### src/rtl/up_timer.sv
// Programmable up-counting timer: counts 0..limit on i_en ticks, pulses o_carry
// at terminal count, and runs either periodic (auto-wrap) or one-shot.
module up_timer #(
    parameter int unsigned WIDTH     = 4,
    parameter int unsigned DEF_LIMIT = 15,
    parameter bit          USE_DEF   = 1'b1
) (
    input  logic             clk,
    input  logic             rst_n,
    input  logic             i_en,
    input  logic             i_start,
    input  logic             i_stop,
    input  logic             i_mode,
    input  logic [WIDTH-1:0] i_limit,
    output logic [WIDTH-1:0] o_data,
    output logic             o_carry,
    output logic             o_busy,
    output logic             o_done
);

    typedef enum logic [1:0] {
        S_IDLE,
        S_RUN,
        S_DONE
    } state_t;

    localparam logic [WIDTH-1:0] DEF_L = WIDTH'(DEF_LIMIT);

    state_t           state_q, state_d;
    logic [WIDTH-1:0] data_q, data_d;
    logic [WIDTH-1:0] limit_q, limit_d;
    logic             mode_q, mode_d;
    logic             carry_q, carry_d;
    logic             busy_q, busy_d;
    logic             done_q, done_d;
    logic [WIDTH-1:0] eff_limit;

    always_comb begin
        eff_limit = i_limit;
        if (USE_DEF && (i_limit == '0)) begin
            eff_limit = DEF_L;
        end
    end

    // Priority: stop over start, start over a coincident tick.
    always_comb begin
        state_d = state_q;
        data_d  = data_q;
        limit_d = limit_q;
        mode_d  = mode_q;
        carry_d = 1'b0;
        if (i_stop) begin
            state_d = S_IDLE;
            data_d  = '0;
        end else if (i_start) begin
            state_d = S_RUN;
            data_d  = '0;
            limit_d = eff_limit;
            mode_d  = i_mode;
        end else if ((state_q == S_RUN) && i_en) begin
            if (data_q == limit_q) begin
                carry_d = 1'b1;
                if (mode_q) begin
                    data_d = '0;
                end else begin
                    state_d = S_DONE;
                end
            end else begin
                data_d = data_q + WIDTH'(1);
            end
        end
        busy_d = (state_d == S_RUN);
        done_d = (state_d == S_DONE);
    end

    always_ff @(posedge clk or negedge rst_n) begin
        if (!rst_n) begin
            state_q <= S_IDLE;
            data_q  <= '0;
            limit_q <= '0;
            mode_q  <= 1'b0;
            carry_q <= 1'b0;
            busy_q  <= 1'b0;
            done_q  <= 1'b0;
        end else begin
            state_q <= state_d;
            data_q  <= data_d;
            limit_q <= limit_d;
            mode_q  <= mode_d;
            carry_q <= carry_d;
            busy_q  <= busy_d;
            done_q  <= done_d;
        end
    end

    assign o_data  = data_q;
    assign o_carry = carry_q;
    assign o_busy  = busy_q;
    assign o_done  = done_q;

endmodule
### config.mk
export PLATFORM = sky130hd
export DESIGN_NAME = up_timer
export DESIGN_NICKNAME = d
export VERILOG_FILES = /design/src/rtl/up_timer.sv
export SDC_FILE = /design/constraint.sdc
export NUM_CORES = 1
export LEC_CHECK = 0
export BUFFER_PORTS_ARGS = -buffer_cell sky130_fd_sc_hd__buf_2
export CORE_MARGIN = 2
export CORE_UTILIZATION = 54
export DETAILED_ROUTE_END_ITERATION = 10
export GPL_TIMING_DRIVEN = 0
export PLACE_DENSITY = 0.8
export SLEW_MARGIN = 15
export SYNTH_ARGS = -nofsm -noshare
export SYNTH_HDL_FRONTEND = slang
export SYNTH_SLANG_ARGS = --single-unit
### constraint.sdc
create_clock -name clk -period 2.64 [get_ports clk]
set_input_delay 0.528 -clock clk [delete_from_list [all_inputs] [get_ports clk]]
set_output_delay 0.528 -clock clk [all_outputs]
set_load 0.01 [all_outputs]
==> results.txt <==
----------------------------------------------------
[Global route]
  Pin count of the biggest net entering global routing ... 15
  GRT Overall Usage ... 0.241
  Wire length of the first global-routing pass ... 2.49 mm
  Antenna violations before repair ... 0
  Final global-route overflow total ... 0
  Vias in the first global route ... 611

[STA]
  Finish-stage setup viols ... 0
  Tcrit/Tclk final ... 0.584
  Tightest slew margin relative to the limit ... 0.778
  Peak Freq ... 648 MHz
  Setup TNS ... 0 ns
  Unrepaired setup endpoints after global routing ... false
  Clock skew after layout ... 0.00129 ns
  Count of final hold-check violations ... 0
  Least setup slack across all paths after layout ... 1.10 ns
  Final Critical Period ... 1.54 ns
  Max-slew violation count ... 0
  Worst slew pin tran ... 0.332 ns

[Logic synthesis]
  Number of register bits inferred by synthesis ... 14
  Syn nets ... 89
  Flip-flop cell with the highest count after synthesis ... dfrtp_1
  Number of different library cells in the post-synthesis netlist ... 29
  Cell count after synthesis ... 78
  Yosys warns ... 0
  FFs w/ async S/R, synth ... 1.00
  Post-synthesis average cell area ... 9.42 um^2
  Number of synthesized flops with an enable pin ... 0
  Share of the yosys chip area belonging to registers ... 0.477
  Synthesized cell area ... 734 um^2

[Floorplanning]
  Die Y ... 40.9 um
  Total I/O pin count ... 17
  Area enclosed by the die boundary ... 1670 um^2
  Die width ... 40.9 um
  Area of the placeable core ... 1280 um^2
  Initial Utilization ... 0.572
  Number of placement rows ... 13

[Worst setup path]
  Nature of the critical path endpoint ... flop
  Required time worst endpoint ... 2.87 ns
  Worst-path maximum fanout ... 7
  Startpoint kind of the worst setup timing path ... flop
  Worst Setup Path Type ... reg -> reg
  Arrival time at the worst endpoint ... 1.77 ns

[Place]
  Worst slack, placed ... 1.15 ns
  Buffers on Ports ... 16
  DP HPWL ... 1.08 mm
  Final GP Congestion ... 0.703

[Pwr]
  Cell area power density ... 543 nW/um^2
  Leakage component of the power ... 0.392 nW
  Highest ir drop seen on vdd ... 0.000293 V

[Final layout]
  ANT cells ... 0
  Fraction of final layout cells sized beyond drive strength 1 ... 0.265
  P&R area growth vs syn ... 18.4%
  Count of filler cells inserted in the layout ... 108
  Nets@finish ... 110
  Commonest cells after routing, fill and taps aside ... buf_2, dfrtp_1, nand2_1
  Leading cell type in the layout, fill and taps excluded ... buf_2

[Detailed routing]
  Number of design rule violations left after detail routing ... 0
  Total detailed-routing wirelength ... 1.50 mm
  Routed length per placed instance ... 13.3 um
  Final antenna-violating net count ... 0
  DR vias ... 643
  Number of DRC violations after detailed-routing iteration 0 ... 9
  Via density ... 5.69
  First-pass DRT Iterations ... 4

[Min path]
  Worst hold-check path type ... in -> async

[Clocking]
  Count of buffers added by post-CTS timing repair for setup ... 0
  Number of gates resized after cts ... 0
  Register clock-pin slew on the reported worst setup and hold paths ... 0.09 ns
  Clock latency reported for the late side of the worst-skew pair ... 0.28 ns
  TritonCTS Buffers ... 3
  Hold bufs inserted after CTS ... 0
  Clock H-tree levels ... 1
  Clk sinks ... 14
  CTS max path bufs ... 2
  TritonCTS clock tree ... done
  Root Buffer Master ... clkbuf_4

[Flow run]
  Max_cap viols ... 0

[Status]
  Run status ... completed

----------------------------------------------------
cell type report:
type,instances,area (um^2),area share
tap,15,18.8,0.0216
inverter,1,3.75,0.00432
clock buffer,4,36.3,0.0417
timing repair buffer,16,80.1,0.0921
multi-input combinational,61,364,0.419
buffer,2,16.3,0.0187
sequential,14,350,0.403
state kept, by name, indices dropped and copies added (netlist names):
signal	cells
o_data	4
limit_q	4
o_carry	1
mode_q	1
state_q	2
o_busy	1
o_done	1
metrics by stage:
step            util  area [um^2]  total power [mW]  cells  hold WS, ns
4_1_cts        0.677          870             0.472    113        0.125
3_5_place_dp   0.648          833             0.316    109        0.434
2_1_floorplan      -          734             0.290     78        0.232
3_3_place_gp   0.648          833             0.314    109        0.432
6_report       0.677          870             0.473    113        0.112
5_1_grt        0.677          870             0.497    113        0.130
cell usage after synthesis, types with 2 or more instances:
| cell | number | area [um^2] |
|---|---|---|
| dfrtp_1 | 14 | 350 |
| nand2_1 | 9 | 33.8 |
| nor2_1 | 7 | 26.3 |
| nor3_1 | 7 | 35.0 |
| o21ai_0 | 6 | 30.0 |
| nand3_1 | 4 | 20.0 |
| xnor2_1 | 4 | 35.0 |
| a31oi_1 | 3 | 18.8 |
| nand2b_1 | 2 | 12.5 |
| nor2b_1 | 2 | 12.5 |
| o21a_1 | 2 | 15.0 |
routing by layer:
layer | share of wire | global-route usage
met5 | 0 | 0
met4 | 0.011 | 0.200
met3 | 0.042 | 0.0489
met2 | 0.53 | 0.391
met1 | 0.42 | 0.267
report_power, final:
group          internal [mW]  switching (mW)  leakage, nW  total [mW]
sequential             0.228          0.0106        0.183       0.239
clock                 0.0840          0.0753       0.0210       0.159
combinational         0.0319          0.0426        0.188      0.0745
logic make-up after synthesis:
| group | synth area share |
|---|---|
| buf+inv | 0.0272 |
| mux | 0.0153 |
| fa+ha+maj | 0.0170 |
| flops | 0.477 |
| compound gates | 0.140 |
| simple gates | 0.276 |
| xor+xnor | 0.0477 |
critical path, cell delays in order (launching register included):
cell	delay, ns
dfrtp_1	0.46
xnor2_1	0.27
nand4_1	0.24
nor3_1	0.33
o21a_1	0.18
final timing paths:
| kind | start | to | slack, ns | cells past startpoint |
|---|---|---|---|---|
| setup / recovery | o_data[0] | o_done | 1.10 | 4 |
| hold / removal | rst_n | o_carry | 0.11 | 1 |
| setup reg to reg | o_data[0] | o_done | 1.10 | 4 |
| hold reg to reg | limit_q[2] | limit_q[2] | 0.51 | 2 |
| max in group asynchronous | rst_n | limit_q[0] | 2.30 | 1 |
| min in group clk | i_stop | state_q[0] | 0.47 | 2 |
No activity file was read; power rests on OpenSTA's default activity.
